**src/rtl/mem_access_ctrl.sv**
```systemverilog
// MEM-stage data-memory sequencer: issues req/ack accesses, stalls the pipeline
// while an access is outstanding, and feeds the MEM/WB latch with data or a bubble.
module mem_access_ctrl #(
  parameter int unsigned TIMEOUT_CYCLES = 16
) (
  input  logic        clk,
  input  logic        rst,
  input  logic        memRead,
  input  logic        memWriteEn,
  input  logic [1:0]  control_wb_in,
  input  logic [31:0] alu_in,
  input  logic [31:0] writeData_in,
  input  logic [4:0]  writeReg_in,
  output logic        mem_req,
  output logic        mem_we,
  output logic [31:0] mem_addr,
  output logic [31:0] mem_wdata,
  input  logic        mem_ack,
  input  logic [31:0] mem_rdata,
  output logic        stall,
  output logic [1:0]  control_wb_out,
  output logic [31:0] readData_out,
  output logic [31:0] alu_out,
  output logic [4:0]  writeReg_out,
  output logic        err_misalign,
  output logic        err_timeout
);

  localparam logic [1:0] S_IDLE = 2'd0;
  localparam logic [1:0] S_BUSY = 2'd1;
  localparam logic [1:0] S_DONE = 2'd2;

  localparam logic [7:0] CNT_LAST = 8'(TIMEOUT_CYCLES - 1);

  logic [1:0]  state;
  logic [7:0]  cnt;
  logic        aborted;
  logic [31:0] rdata_q;
  logic        acc;
  logic        aligned;

  assign acc     = memRead | memWriteEn;
  assign aligned = (alu_in[1:0] == 2'b00);

  always_ff @(posedge clk) begin
    if (rst) begin
      state        <= S_IDLE;
      mem_req      <= 1'b0;
      mem_we       <= 1'b0;
      mem_addr     <= '0;
      mem_wdata    <= '0;
      rdata_q      <= '0;
      cnt          <= '0;
      aborted      <= 1'b0;
      err_misalign <= 1'b0;
      err_timeout  <= 1'b0;
    end else begin
      case (state)
        S_IDLE: begin
          if (acc) begin
            if (!aligned) begin
              err_misalign <= 1'b1;
            end else begin
              mem_req   <= 1'b1;
              mem_we    <= memWriteEn;
              mem_addr  <= alu_in;
              mem_wdata <= writeData_in;
              cnt       <= '0;
              aborted   <= 1'b0;
              state     <= S_BUSY;
            end
          end
        end
        S_BUSY: begin
          // An ack in the final allowed cycle still completes the access.
          if (mem_ack) begin
            if (!mem_we) rdata_q <= mem_rdata;
            mem_req <= 1'b0;
            state   <= S_DONE;
          end else if (cnt == CNT_LAST) begin
            mem_req     <= 1'b0;
            err_timeout <= 1'b1;
            aborted     <= 1'b1;
            state       <= S_DONE;
          end else begin
            cnt <= cnt + 8'd1;
          end
        end
        S_DONE:  state <= S_IDLE;
        default: state <= S_IDLE;
      endcase
    end
  end

  always_comb begin
    stall          = 1'b0;
    control_wb_out = '0;
    if (!rst) begin
      case (state)
        S_IDLE: begin
          if (!acc)         control_wb_out = control_wb_in;
          else if (aligned) stall = 1'b1;
        end
        S_BUSY: stall = 1'b1;
        S_DONE: if (!aborted) control_wb_out = control_wb_in;
        default: ;
      endcase
    end
  end

  assign readData_out = rdata_q;
  assign alu_out      = alu_in;
  assign writeReg_out = writeReg_in;

endmodule

```
**config.mk**
```make
export PLATFORM = sky130hd
export DESIGN_NAME = mem_access_ctrl
export DESIGN_NICKNAME = d
export VERILOG_FILES = /design/src/rtl/mem_access_ctrl.sv
export SDC_FILE = /design/constraint.sdc
export NUM_CORES = 1
export LEC_CHECK = 0
export ABC_AREA = 1
export CORE_ASPECT_RATIO = 0.8
export CORE_MARGIN = 2
export CORE_UTILIZATION = 35
export DETAILED_ROUTE_END_ITERATION = 10
export DONT_BUFFER_PORTS = 1
export PLACE_DENSITY_LB_ADDON = 0.05
export SYNTH_ARGS = -nofsm -noshare
export SYNTH_HDL_FRONTEND = slang
export SYNTH_SLANG_ARGS = --single-unit
```
**constraint.sdc**
```tcl
create_clock -name clk -period 1.7 [get_ports clk]
set_clock_uncertainty 0.1 [all_clocks]
set_input_delay 0.425 -clock clk [delete_from_list [all_inputs] [get_ports clk]]
set_output_delay 0.425 -clock clk [all_outputs]
set_load 0.01 [all_outputs]
```
==> reports/metrics.csv <==
metric;value;unit
GR peak layer;met2;
Netlist cell types;29;
Post-synth ARST share;0;%
met1 usage;18.9;%
Net Count, Synth;681;
nets@finish;642;
Slew headroom;77.9;%
met2 demand-to-capacity share in global routing;23.8;%
failing checks;negative setup slack;
top cells by area, synth;dfxtp_1 (48%), nand2_1 (10%), buf_4 (6.7%);
Avg WL per Cell;15.6;um
power per cell area;1110;nW/um^2
Fmax achieved;522;MHz
register area share after synthesis;48.2;%
drt pass-1 iters;4;
DRC viols;0;
most common cell in the netlist;nand2_1;
total grt overflow;0;
# rows;37;
CTS Hold Buffers Added;0;
initial drt markers;129;
Tot Pwr;5410;uW
Initial Util;35.8;%
height of the die;107;um
CP required;1170;ps
die area;14100;um^2
area of the mapped netlist;4610;um^2
GRT met3 Usage;7.38;%
number of antenna diodes;0;
CTS tree;done;
Finish-stage setup viols;2;
global-route wire length before repair;17.1;mm
number of synthesized flops with an enable pin;0;
Layout area overhead;5.89;%
Arr. time, crit path;1390;ps
Post-DP HPWL;7.59;mm
fin crit share;113;%
status;finished, violations left;
clock buffer depth;2;
number of synthesized register bits;111;
Via Count;3380;
leading area contributor after synthesis;dfxtp_1;
setup TNS;-426;ps
Final Slew Violations;0;
crit-path max FO;3;
layout cell share with drive strength beyond 1;21.2;%
CTS Buf Count;9;
root buffer cell;clkbuf_16;
core area;12900;um^2
Max-cap violations;0;
GP Congestion;0.722;
die width;132;um
clk_lat worst skew;350;ps
crit path kind;reg -> out;
Worst Max-Slew Pin Slew;332;ps
RSZ-0062 raised after global routing;true;
vias in the first global route;3214;
synth warn;0;
antenna-violating nets left;0;
Leak;0.00172;uW
io pins;248;
post-synthesis instance total;572;
worst min path class;in -> reg;
Final WS setup;-215;ps
clk slew on worst S/H paths;70;ps
WL final;11.1;mm
gr usage total;15.4;%
Setup crit end kind;primary output;
Peak VDD IR;0.000453;V
Final Critical Period;1910;ps
startpoint class of the critical path;flop;
Final Hold Viols;0;
pin count of the biggest net entering global routing;77;
Avg Synthesized Cell Area;8.06;um^2
main flop type after synthesis;dfxtp_1;
port buffer count;0;
Clock Sinks;111;
commonest cells in the netlist;nand2_1 (125), dfxtp_1 (111), nor2_1 (78);
vias per cell;4.74;
Max H-tree Level;3;
top-area cell type share of the netlist area;48.2;%
antenna violations before repair;0;
==> power by group <==
| group | internal (uW) | switching, uW |
|---|---|---|
| registers | 2700 | 124 |
| logic | 153 | 217 |
| clock network | 1240 | 978 |
==> layer usage <==
metal  part of all wire (%)  up-vias
met4                    1.5        0
met1                     44     1529
met3                    9.9       14
met5                      0        -
li1                       -     1703
met2                     45      134
==> cells in the final DEF, fill, tap and decap left out, types with 3 or more instances in the layout <==
master / instances
inv_2: 3
nand3_1: 13
clkbuf_16: 9
nor2_2: 5
nand2_2: 31
o21ai_1: 6
a21oi_2: 30
dfxtp_1: 109
buf_12: 5
nor2_1: 76
buf_4: 14
o21ai_0: 28
a21oi_1: 46
nand2_1: 125
inv_1: 16
==> sequential cells by signal, indices dropped and copies added (netlist names) <==
signal	cells
mem_we	1
readData_out	32
mem_req	1
mem_addr	32
aborted	1
err_misalign	1
mem_wdata	32
state	2
err_timeout	1
cnt	8
==> kinds of logic (layout without fill, tap and decap cells) <==
kind of cell | after synthesis | after routing | synth area share [%]
AND/OR/NAND/NOR | 259 | 259 | 24.3
adder cells (fa/ha/maj) | 1 | 1 | 0.271
AO/OA/AOI/OAI | 112 | 112 | 14.9
buffers and inverters | 89 | 55 | 12.4
flip-flops | 111 | 111 | 48.2
==> worst paths after layout <==
check                 from                end  slack, ps  depth (start not counted)
setup / recovery  state[0]  control_wb_out[1]       -210                          7
hold reg to reg    aborted            aborted        370                          2
setup reg to reg    cnt[0]             cnt[0]        160                          6
hold / removal         rst      mem_wdata[18]         50                          1
==> through the flow <==
step / hold WS (ps) / setup slack [ps] / utilization (%) / instances / cell area [um^2]
after global placement: 355 / -80.1 / 34.9 / 690 / 4490
after detailed placement: 369 / -115 / 34.9 / 690 / 4490
after global routing: 17.6 / -302 / 37.9 / 713 / 4880
after CTS: 24.8 / -264 / 37.6 / 709 / 4840
after floorplan: 330 / 28.5 / - / 572 / 4610
final: 50.9 / -215 / 37.9 / 713 / 4880
==> what timing repair did <==
item                                    in CTS  in global routing
gates resized for setup                      4                  2
pin swaps                                    5                  4
setup buffers                                4                  4
endpoints found under the setup margin       3                  6
==> layout make-up <==
type,count,area [um^2]
multi-input cells,372,1840
flip-flops and latches,111,2220
clock inverters,5,65.1
inverters,20,76.3
well taps,175,219
clock buffers,11,253
repair buffers,19,205
fillers,1361,7990
==> worst max-delay path, stage by stage (launching register included) <==
cell and delay, ps:
dfxtp_2 330, nor2_2 110, inv_1 60, o21ai_1 130, buf_4 130, nand2_1 50, nor2_2 90, buf_4 130
Power figures use the tool's default switching activity.
